[config.mk]
export PLATFORM = sky130hd
export DESIGN_NAME = jtmx5k_snd_mix
export DESIGN_NICKNAME = d
export VERILOG_FILES = /design/src/rtl/jtmx5k_snd_pkg.sv /design/src/rtl/jtmx5k_snd_peak.sv /design/src/rtl/jtmx5k_snd_mix.sv
export SDC_FILE = /design/constraint.sdc
export NUM_CORES = 1
export LEC_CHECK = 0
export BUFFER_PORTS_ARGS = -buffer_cell sky130_fd_sc_hd__buf_2
export CAP_MARGIN = 15
export CELL_PAD_IN_SITES_DETAIL_PLACEMENT = 1
export CELL_PAD_IN_SITES_GLOBAL_PLACEMENT = 1
export CORE_ASPECT_RATIO = 2
export CORE_MARGIN = 4
export CORE_UTILIZATION = 43
export DETAILED_ROUTE_END_ITERATION = 8
export PLACE_DENSITY = 0.82
export SYNTH_ARGS = -nofsm -noshare
export SYNTH_HDL_FRONTEND = slang
export SYNTH_SLANG_ARGS = --single-unit
export TNS_END_PERCENT = 1
[constraint.sdc]
create_clock -name clk -period 3.89 [get_ports clk]
set_clock_uncertainty 0.05 [all_clocks]
set_input_delay 0.5835 -clock clk [delete_from_list [all_inputs] [get_ports clk]]
set_output_delay 0.5835 -clock clk [all_outputs]
set_load 0.005 [all_outputs]
[src/rtl/jtmx5k_snd_pkg.sv]
// Shared definitions for the MX5000 sound output stage: FSM encoding,
// saturation limits, gain fraction width and the 16-bit saturator.
package jtmx5k_snd_pkg;

  typedef enum logic [2:0] {
    ST_IDLE  = 3'd0,
    ST_SUM   = 3'd1,
    ST_DCRM  = 3'd2,
    ST_SCALE = 3'd3,
    ST_SAT   = 3'd4
  } state_t;

  localparam logic [15:0] SAT_MAX   = 16'h7FFF;
  localparam logic [15:0] SAT_MIN   = 16'h8000;
  localparam int unsigned GAIN_FRAC = 4;

  // Returns {clip, value}
  function automatic logic [16:0] sat16(input logic signed [20:0] v);
    logic [16:0] r;
    if (v > 21'sd32767)       r = {1'b1, SAT_MAX};
    else if (v < -21'sd32768) r = {1'b1, SAT_MIN};
    else                      r = {1'b0, 16'(v)};
    return r;
  endfunction

endpackage

[src/rtl/jtmx5k_snd_peak.sv]
// Peak/clip LED driver: stays lit PEAK_HOLD clocks after the last clip,
// retriggering on every new clip.
module jtmx5k_snd_peak #(
  parameter logic [23:0] PEAK_HOLD = 24'd2_400_000
) (
  input  logic clk,
  input  logic rst,
  input  logic clip,
  output logic peak
);

  logic [23:0] cnt;

  always_ff @(posedge clk or posedge rst) begin
    if (rst)              cnt <= '0;
    else if (clip)        cnt <= PEAK_HOLD - 24'd1;
    else if (cnt != '0)   cnt <= cnt - 24'd1;
  end

  // The clipping cycle itself counts towards the hold time
  assign peak = (cnt != '0) | clip;

endmodule

[src/rtl/jtmx5k_snd_mix.sv]
// MX5000 sound output stage: stereo down-mix, FX-level gain, 16-bit
// saturation and peak LED. Define JTMX5K_DCRM_EN to add a DC-removal stage.
import jtmx5k_snd_pkg::*;

module jtmx5k_snd_mix #(
  parameter logic [23:0] PEAK_HOLD = 24'd2_400_000,
  parameter logic [7:0]  GAIN0     = 8'h08,
  parameter logic [7:0]  GAIN1     = 8'h10,
  parameter logic [7:0]  GAIN2     = 8'h18,
  parameter logic [7:0]  GAIN3     = 8'h20
`ifdef JTMX5K_DCRM_EN
  ,
  parameter int unsigned DCW       = 4
`endif
) (
  input  logic        clk,
  input  logic        rst,
  input  logic [15:0] snd_left,
  input  logic [15:0] snd_right,
  input  logic        sample_in,
  input  logic [1:0]  fxlevel,
  input  logic        mute,
  output logic [15:0] snd,
  output logic        sample,
  output logic        peak,
  output logic        busy
);

  state_t             st, st_nxt;
  logic signed [15:0] l_r, r_r, mono;
  logic signed [20:0] scaled;
  logic signed [24:0] prod;
  logic        [7:0]  gain;
  logic        [16:0] sat_r;
  logic               clip;
`ifdef JTMX5K_DCRM_EN
  logic signed [15:0] x1, y1, dc_y;
  logic signed [19:0] dc_raw;
`endif

  always_ff @(posedge clk or posedge rst) begin
    if (rst) st <= ST_IDLE;
    else     st <= st_nxt;
  end

  always_comb begin
    st_nxt = st;
    case (st)
      ST_IDLE:  if (sample_in) st_nxt = ST_SUM;
`ifdef JTMX5K_DCRM_EN
      ST_SUM:   st_nxt = ST_DCRM;
      ST_DCRM:  st_nxt = ST_SCALE;
`else
      ST_SUM:   st_nxt = ST_SCALE;
`endif
      ST_SCALE: st_nxt = ST_SAT;
      ST_SAT:   st_nxt = ST_IDLE;
      default:  st_nxt = ST_IDLE;
    endcase
  end

  always_comb begin
    case (fxlevel)
      2'd0:    gain = GAIN0;
      2'd1:    gain = GAIN1;
      2'd2:    gain = GAIN2;
      default: gain = GAIN3;
    endcase
    prod  = mono * $signed({1'b0, gain});
    sat_r = sat16(scaled);
    clip  = (st == ST_SAT) && !mute && sat_r[16];
`ifdef JTMX5K_DCRM_EN
    dc_raw = 20'(mono) - 20'(x1) + 20'(y1) - (20'(y1) >>> DCW);
    dc_y   = 16'(sat16(21'(dc_raw)));
`endif
  end

  always_ff @(posedge clk or posedge rst) begin
    if (rst) begin
      l_r    <= '0;
      r_r    <= '0;
      mono   <= '0;
      scaled <= '0;
      snd    <= '0;
      sample <= 1'b0;
      busy   <= 1'b0;
`ifdef JTMX5K_DCRM_EN
      x1     <= '0;
      y1     <= '0;
`endif
    end else begin
      sample <= 1'b0;
      case (st)
        ST_IDLE: if (sample_in) begin
          l_r  <= snd_left;
          r_r  <= snd_right;
          busy <= 1'b1;
        end
        ST_SUM:   mono <= 16'((17'(l_r) + 17'(r_r)) >>> 1);
`ifdef JTMX5K_DCRM_EN
        ST_DCRM: begin
          x1   <= mono;
          y1   <= dc_y;
          mono <= dc_y;
        end
`endif
        ST_SCALE: scaled <= 21'(prod >>> GAIN_FRAC);
        ST_SAT: begin
          snd    <= mute ? '0 : sat_r[15:0];
          sample <= 1'b1;
          busy   <= 1'b0;
        end
        default: ;
      endcase
    end
  end

  jtmx5k_snd_peak #(.PEAK_HOLD(PEAK_HOLD)) u_peak (
    .clk  (clk),
    .rst  (rst),
    .clip (clip),
    .peak (peak)
  );

endmodule

Word level (Yosys, flattened, before mapping)
Index checks and enable logic that the tools add are counted.
{ "word_totals": {"register_bits": 114, "output_inout_bits": 19, "word_cells": 42} }
{ "classes": {"n_addsub": 2, "mul": 1, "order_cmp": 2, "n_eq_ne": 6, "muxes": 11, "bitwise": 1, "n_reduce_logical": 10} }
{ "ops": {"columns": ["op", "n"], "rows": [
  ["two-way mux 24 bit", 2],
  ["two-way mux 17 bit", 2],
  ["nonzero test 24 bit", 1],
  ["subtractor 24 x 1 -> 24 bit (second input constant)", 1],
  ["multiplier 16 x 7 -> 23 bit", 1],
  ["greater-than comparator 21 x 16 -> 1 bit (second input constant)", 1],
  ["less-than comparator 21 x 16 -> 1 bit (second input constant)", 1],
  ["case mux 6 bit (3 select lines)", 1],
  ["adder 16 x 16 -> 17 bit", 1],
  ["two-way mux 16 bit", 1],
  ["case mux 3 bit (3 select lines)", 1],
  ["AND reduction 2 bit", 2],
  ["nonzero test 2 bit", 2],
  ["equality test 3 x 1 -> 1 bit (second input constant)", 1],
  ["equality test 3 x 2 -> 1 bit (second input constant)", 1],
  ["equality test 3 bit (second input constant)", 1],
  ["zero test 3 bit", 1],
  ["two-way mux 3 bit", 1],
  ["equality test 2 x 1 -> 1 bit (second input constant)", 1],
  ["equality test 2 bit (second input constant)", 1],
  ["logical AND 1 bit", 2],
  ["zero test 2 bit", 1],
  ["two-way mux 1 bit", 2],
  ["!= test 2 bit (second input constant)", 1],
  ["other kinds (3)", 3]
]} }

Longest topological paths before layout
Gate-level depths: netlist (run 1).
{ "depth": {"ltp_word": 5, "depth_mapped": 17, "mapped_depth_nobuf": 16} }

Hierarchy
Synthesis (run 1) repeated with hierarchy kept, for this count alone.
{ "unflattened": {"hier_cells": 824, "hier_area_um2": 7778.7} }
{ "by_module_without_submodules": {"columns": ["mod", "n_inst", "cells_each", "area_each_um2"], "rows": [
  ["jtmx5k_snd_mix", 1, 674, 6324.8],
  ["jtmx5k_snd_peak", 1, 150, 1453.9]
]} }

Worst setup path before layout (run 1)
OpenSTA, ideal clock, no wires.
{ "synth_path": {"kind": "input to register", "start": "input port fxlevel[0]", "end": "register scaled[13]", "setup_time_ps": 120, "arrival_time_ps": 4628, "required_time_ps": 3720, "setup_slack_ps": -908, "cell_stages": 17, "path_cell_list": "ha_1 -> clkbuf_1 -> and2_1 -> ha_1 -> inv_1 -> fa_1 -> inv_1 -> ha_1 -> ha_1 -> ha_1 -> fa_1 -> a21o_1 -> a221oi_1 -> o22ai_1 -> o21a_1 -> or3_1 -> a31o_2"} }
{ "synth_between": {"elab_chain_len": 3, "word_cells_on_any_way": 5, "cone_classes": "mul (1); eq/ne (2); mux (1); reduce/logical (1)"} }
{ "synth_rtl": {"columns": ["element", "line", "rtl"], "rows": [
  ["from (decl)", "jtmx5k_snd_mix.sv:21", "input logic [1:0] fxlevel,"],
  ["equality test 2 bit (tied with other cells)", "jtmx5k_snd_mix.sv:63", "case (fxlevel)"],
  ["case mux 6 bit (3 select lines) (*)", "jtmx5k_snd_mix.sv:63", null],
  ["multiplier 16 x 7 -> 23 bit (*)", "jtmx5k_snd_mix.sv:69", "prod = mono * $signed({1'b0, gain});"],
  ["to (signal assigned)", "jtmx5k_snd_mix.sv:107", "ST_SCALE: scaled <= 21'(prod >>> GAIN_FRAC);"],
  ["to (decl)", "jtmx5k_snd_mix.sv:31", "logic signed [20:0] scaled;"]
]} }
Every way passes the cells marked *; elsewhere a longest branch is shown, timed or not.
A chain may end at the register's enable or synchronous reset.

Worst setup path in the final report (run 1)
{ "layout_path": {"start": "input port fxlevel[1]", "end": "register scaled[13]"} }
Same word-level chain as after synthesis.

==> results of run 1 <==
==> placed cells by master (no fill, tap or decap), types with 26 or more instances in the layout <==
cell     instances
ha_4            35
o21ai_0         44
and2_1          31
buf_4           56
a21oi_1         26
inv_1           50
ha_1            50
nand2_1         95
buf_2           54
mux2_2          30
dfrtp_1        112
==> per-layer routing <==
metal  vias to the layer above  global-route usage [%]
met5                         -                       0
met3                        63                    2.81
met2                       132                    43.8
met4                         0                    10.7
li1                       2832                       -
met1                      2975                    20.6
==> what timing repair did <==
item / in CTS / in global routing
setup endpoints to repair: 9 / 10
pin swaps: 27 / 15
resized for setup: 51 / 25
setup buffers: 7 / 3
==> where the power goes <==
| part | switching [W] | internal [W] | total [W] |
|---|---|---|---|
| sequential | 0.000380 | 0.00168 | 0.00206 |
| combinational | 0.00246 | 0.00216 | 0.00462 |
| clock | 0.000447 | 0.000632 | 0.00108 |
==> path summary, 6_finish.rpt <==
| check | endpoint | cells past startpoint | slack (ps) |
|---|---|---|---|
| max reg2reg | scaled[13] | 15 | -250 |
| max | scaled[13] | 17 | -390 |
| min reg2reg | snd[0] | 2 | 410 |
| max in group asynchronous | r_r[1] | 3 | 2980 |
| min in group clk | r_r[1] | 3 | 380 |
| min | scaled[17] | 2 | 190 |
==> layout make-up <==
class / count / area [sq um]
Fill cell: 1859 / 7580
Multi-Input combinational cell: 559 / 4810
Tap cell: 207 / 259
Clock inverter: 6 / 118
Inverter: 62 / 235
Clock buffer: 9 / 225
Sequential cell: 112 / 2800
Timing Repair Buffer: 120 / 820
==> metrics by stage <==
step                      total power [W]  setup slack, ps  instance area (sq um)
final                             0.00776             -393                   9270
after global routing              0.00836             -452                   9270
after CTS                         0.00737             -267                   9070
after detailed placement          0.00583             -911                   8320
after global placement            0.00558             -738                   8320
after floorplan                   0.00457             -548                   7470
==> kinds of logic (layout without fill, tap and decap cells) <==
| group | Yosys count | after routing | synth area share [%] |
|---|---|---|---|
| and+or+nand+nor | 257 | 257 | 18.6 |
| AOI/OAI and AO/OA | 137 | 137 | 11.6 |
| DFF | 112 | 112 | 38.0 |
| adders and majority gates | 102 | 102 | 19.0 |
| buffers and inverters | 82 | 197 | 4.27 |
| xor gates and xnor gates | 32 | 32 | 3.80 |
| muxes | 31 | 31 | 4.78 |
==> sequential cells by signal, indices dropped and copies added (netlist names) <==
register	flops
busy	1
l_r	16
mono	16
r_r	16
sample	1
scaled	19
snd	16
st	3
u_peak.cnt	24
==> run metrics, run 1 <==
status finished, violations left; failing checks setup timing; fin nets 1,004; Cell Area, Synth 7380 sq um; min cycle time layout 4280 ps; Worst Path Required 4100 ps; period utilization 110%; 1st-pass router iterations 4; cts hold-fix bufs 0; min setup slack post-route -393 ps; metal3 WL 477 um; Iteration-0 DRC Markers 166; Root Buffer Master clkbuf_16; # placed instances 1,049; input/output buffers 56; layout overhead on the synthesized area 25.6%; core area 16,800 sq um; TNS Setup -2090 ps; met1 WL 7160 um; RSZ-0062 raised after global routing true; Synth Area per Inst 9.81 sq um; sequential fraction of the synthesis area 38.0%; Die Span X 101 um; WL final 21,600 um; CTS tree yes; relative slew slack 32.8%; Main synth FF type dfrtp_1; vias 6,002; Worst path slowest cell fa_1; critical path capture point type flop; IO Pins 57; vias in the first global route 6,931; most frequent cells after synthesis dfrtp_1, nand2_1, ha_1; Synth area leaders dfrtp_1, ha_1, nand2_1, fa_1, mux2_2; Max VDD drop 0.394 mV; WL per Instance 20.1 um; leak pwr 4.38 nW; metal2 WL 12,900 um; ant diodes 0; flops & latches, synth 112; die area 19,500 sq um; worst setup path startpoint fxlevel[1]; Reg2Reg Launch Point mono[3]; CP peak stage delay 500 ps; Post-Layout Cell Count 1,075; Worst Hold Class input pin to async pin; largest net degree at the start of global routing 86; clock latency at the later pin of the worst-skew pair 360 ps; total power per unit cell area 837 nW/um^2; layout cells sized above 1 28.7%; Synth top area share 38.0%; Slew Limit Fails 0; Final Setup Violations 9; GR Overflow Total 0; crit path max fanout 6; vias per inst 5.58; antenna-violating nets left 0; crit start category input pin; Post-synth ARST share 100%; synth warn 0; Distinct cells, synth 58; height of the die 193 um; sequence of cells on the critical path buf_6 -> ha_4 -> and2_4 -> ha_4 -> inv_2 -> fa_1 -> inv_2 -> ha_4 -> ha_4 -> ha_4 -> fa_2 -> a21o_1 -> a221oi_2 -> o22ai_2 -> o21a_1 -> or3_4 -> a31o_4; WS Path Type input pin to flop; worst-margin pin slew 1010 ps; final hold violations 0; Largest delay share family, worst path adder cells; # clock sinks 112; FP Rows 67; Final Util 55.0%; Min Hold Slack 190 ps; CP Data Arrival Time 4490 ps; # Max-Cap Violations 0; first-pass GRT wire length 34,100 um; leading area contributor after synthesis dfrtp_1; Initial Utilization 43.8%; cell mode on critical path ha_4; H-tree levels 3; Remaining DRCs 0; uppermost layer routed met4; Buf/Inv on CP 3; antenna violations before repair 0; Net Count, Synth 893; Fmax 233 MHz; Reg clk slew, reported paths 80 ps; Post-synth EDFFs 0; gpl congestion 0.822; CTS max path bufs 2; most common cell in the netlist dfrtp_1; CTS buffer count 9; GRT Util Overall 21.9%; Cells after Synth 753; hpwl dp 14,000 um
Power figures use the tool's default switching activity.
==> run 2, diff against run 1 <==
--- a/config.mk
+++ b/config.mk
@@ -13,7 +13,7 @@
 export CORE_MARGIN = 4
 export CORE_UTILIZATION = 43
 export DETAILED_ROUTE_END_ITERATION = 8
-export PLACE_DENSITY = 0.82
+export PLACE_DENSITY = 0.76
 export SYNTH_ARGS = -nofsm -noshare
 export SYNTH_HDL_FRONTEND = slang
 export SYNTH_SLANG_ARGS = --single-unit
==> run 2 against run 1 <==
  * The flow still finishes with violations (setup timing)
  * Sequential share of layout area increased by 0.082 points
  * Total power about the same
  * Critical path depth stayed put
  * Sequential power hardly changed
  * Hold slack improved by 190 ps
  * Non-clock buffer count stayed put
  * Setup slack better by 81 ps
  * Final cell count barely moved
  * Global-route usage is 1.2 points higher
  * Count of clock-buffer cells in the layout increased by 2
  * Combinational power increased by 5.2%
  * Design area down 0.27%
==> run metrics, run 2 (synthesized netlist as in run 1, its figures left out) <==
Initial Utilization 43.8% (unchanged); layout cells sized above 1 29.8% (+1.1 points); clock latency at the later pin of the worst-skew pair 360 ps (about the same); # placed instances 1,050 (+0.095%); layout overhead on the synthesized area 25.3%; register area 2800 sq um (unchanged); # Max-Cap Violations 0 (unchanged); largest net degree at the start of global routing 79 (-8.1%); ant diodes 0 (unchanged); FP Rows 67 (unchanged); most frequent cells in the layout dfrtp_1, nand2_1, buf_4; WL per Instance 20.5 um (+2.2%); number of flip-flops under the largest register name 24 (unchanged); clock group share of total power 10.8% (-3.1 points); worst-margin pin slew 1090 ps (+82.6 ps); Multi-input gate area 4910 sq um (+1.9%); CP Data Arrival Time 4400 ps (-90 ps); Comb pwr share 62.6% (+3.1 points); core area 16,800 sq um (unchanged); TNS Setup -1410 ps (+684 ps); input/output buffers 56 (unchanged); top flop regs u_peak.cnt: 24 flops, scaled: 19 flops; failing checks setup timing; vias per inst 5.69 (+1.9%); Iteration-0 DRC Markers 148 (-11%); Flop pwr share 26.6% (about the same); R2R Path End scaled[13]; antenna-violating nets left 0 (unchanged); gpl congestion 0.829 (+0.90%); CTS buffer count 9 (unchanged); antenna violations before repair 0 (unchanged); vias 6,110 (+1.8%); leak pwr 4.34 nW (-1.1%); CTS tree yes; sw frac 44.0% (+1.6 points); critical path capture point type flop; min cycle time layout 4200 ps (-81.2 ps); largest register by flop count u_peak.cnt; fin area 9250 sq um (-0.27%); status finished, violations left; IO Pins 57 (unchanged); Slew Limit Fails 0 (unchanged); H-tree levels 3 (unchanged); 1st-pass router iterations 4 (unchanged); CP peak stage delay 490 ps (about the same); WS Path Type input pin to flop; crit path max fanout 7 (+1); hpwl dp 14,600 um (+4.5%); Post-Layout Cell Count 1,074 (-0.093%); Worst Path Required 4090 ps (about the same); min setup slack post-route -312 ps (+81.2 ps); period utilization 108% (-2.1 points); Worst R2R Setup Slack -170 ps (+80 ps); RSZ-0062 raised after global routing true; Worst path slowest cell fa_1; Root Buffer Master clkbuf_16; # clock sinks 112 (unchanged); final hold violations 0 (unchanged); relative slew slack 26.8% (-6.1 points); Remaining DRCs 0 (unchanged); cell mode on critical path ha_4; Fill cells 1,860 (+0.054%); sequence of cells on the critical path buf_8 -> ha_4 -> and2_4 -> ha_4 -> inv_2 -> fa_1 -> inv_2 -> ha_4 -> ha_4 -> ha_4 -> fa_2 -> a21o_1 -> a221oi_2 -> o22ai_2 -> o21a_1 -> or3_1 -> a31o_2; die area 19,500 sq um (unchanged); CTS max path bufs 2 (unchanged); Die Span X 101 um (unchanged); Final Setup Violations 9 (unchanged); Fmax 238 MHz (+1.9%); Reg2Reg Launch Point mono[3]; total power per unit cell area 839 nW/um^2 (+0.34%); height of the die 193 um (unchanged); Max VDD drop 0.439 mV (+11%); vias in the first global route 7,127 (+2.8%); Reg clk slew, reported paths 70 ps (about the same); WL final 22,100 um (+2.1%); sw power 0.00342 W (+4.0%); most common cell after layout, fill and taps aside dfrtp_1; crit start category input pin; first-pass GRT wire length 35,500 um (+4.2%); GRT Util Overall 23.1% (+1.2 points); GR Overflow Total 0 (unchanged); P_int 0.00435 W (-2.8%); Placed Area 8330 sq um (about the same); fin nets 1,004 (unchanged); Worst Hold Class input pin to async pin; cts hold-fix bufs 0 (unchanged); Reg2Reg Depth 15 (unchanged)
run 2: through the flow:
stage / utilization [%] / hold slack [ps] / power [W] / worst slack [ps]
after floorplan: - / 390 / 0.00457 / -548
after global placement: 49.4 / 394 / 0.00569 / -753
after detailed placement: 49.4 / 401 / 0.00594 / -786
after CTS: 54.4 / 396 / 0.00738 / -122
after global routing: 54.9 / 397 / 0.00834 / -404
final: 54.9 / 385 / 0.00776 / -312
run 2: power by group through the flow:
| stage | Clock, W | Sequential [W] | Combinational, W |
|---|---|---|---|
| 4_1_cts | 0.000854 | 0.00206 | 0.00446 |
| 3_3_place_gp | 0 | 0.00203 | 0.00365 |
| 2_1_floorplan | 0 | 0.00197 | 0.00260 |
| 6_report | 0.000839 | 0.00207 | 0.00486 |
| 5_1_grt | 0.000913 | 0.00214 | 0.00529 |
| 3_5_place_dp | 0 | 0.00208 | 0.00386 |
run 2: what timing repair did:
item / in CTS / in global routing
endpoints found under the setup margin: 9 / 9
buffers inserted: 8 / 2
gates cloned: 0 / 0
hold endpoints to repair: 0 / 0
pin swaps: 35 / 11
resized for setup: 71 / 14
run 2: layout make-up:
type                            count  share of cell area, %
Timing Repair Buffer              120                   8.56
Sequential cell                   112                   30.3
Inverter                           62                   2.54
Multi-Input combinational cell    559                   53.0
Clock buffer                       11                   2.52
Tap cell                          207                   2.80
Clock inverter                      3                  0.230
run 2: worst max-delay path, delay by kind of cell:
family                   cells  cell delay (ps)
AO/OA/AOI/OAI                5             1120
AND/OR/NAND/NOR              2              490
buffers and inverters        3              180
adder cells (fa/ha/maj)      7             2010
run 2: routing by layer:
| metal | wire length (um) | part of all wire [%] | global-route usage [%] |
|---|---|---|---|
| met1 | 7440 | 34 | 22.0 |
| met2 | 12800 | 58 | 44.9 |
| met3 | 595 | 2.7 | 3.28 |
| met4 | 1210 | 5.5 | 12.8 |
| met5 | 0 | 0 | 0 |
run 2: worst max path at each step:
stage,start,to,cells after the start
3_3_place_gp,fxlevel[0],scaled[13],17
2_1_floorplan,fxlevel[0],scaled[13],17
3_5_place_dp,fxlevel[0],scaled[13],17
5_1_grt,fxlevel[0],scaled[13],17
4_1_cts,fxlevel[1],scaled[13],17
6_report,fxlevel[0],scaled[13],17
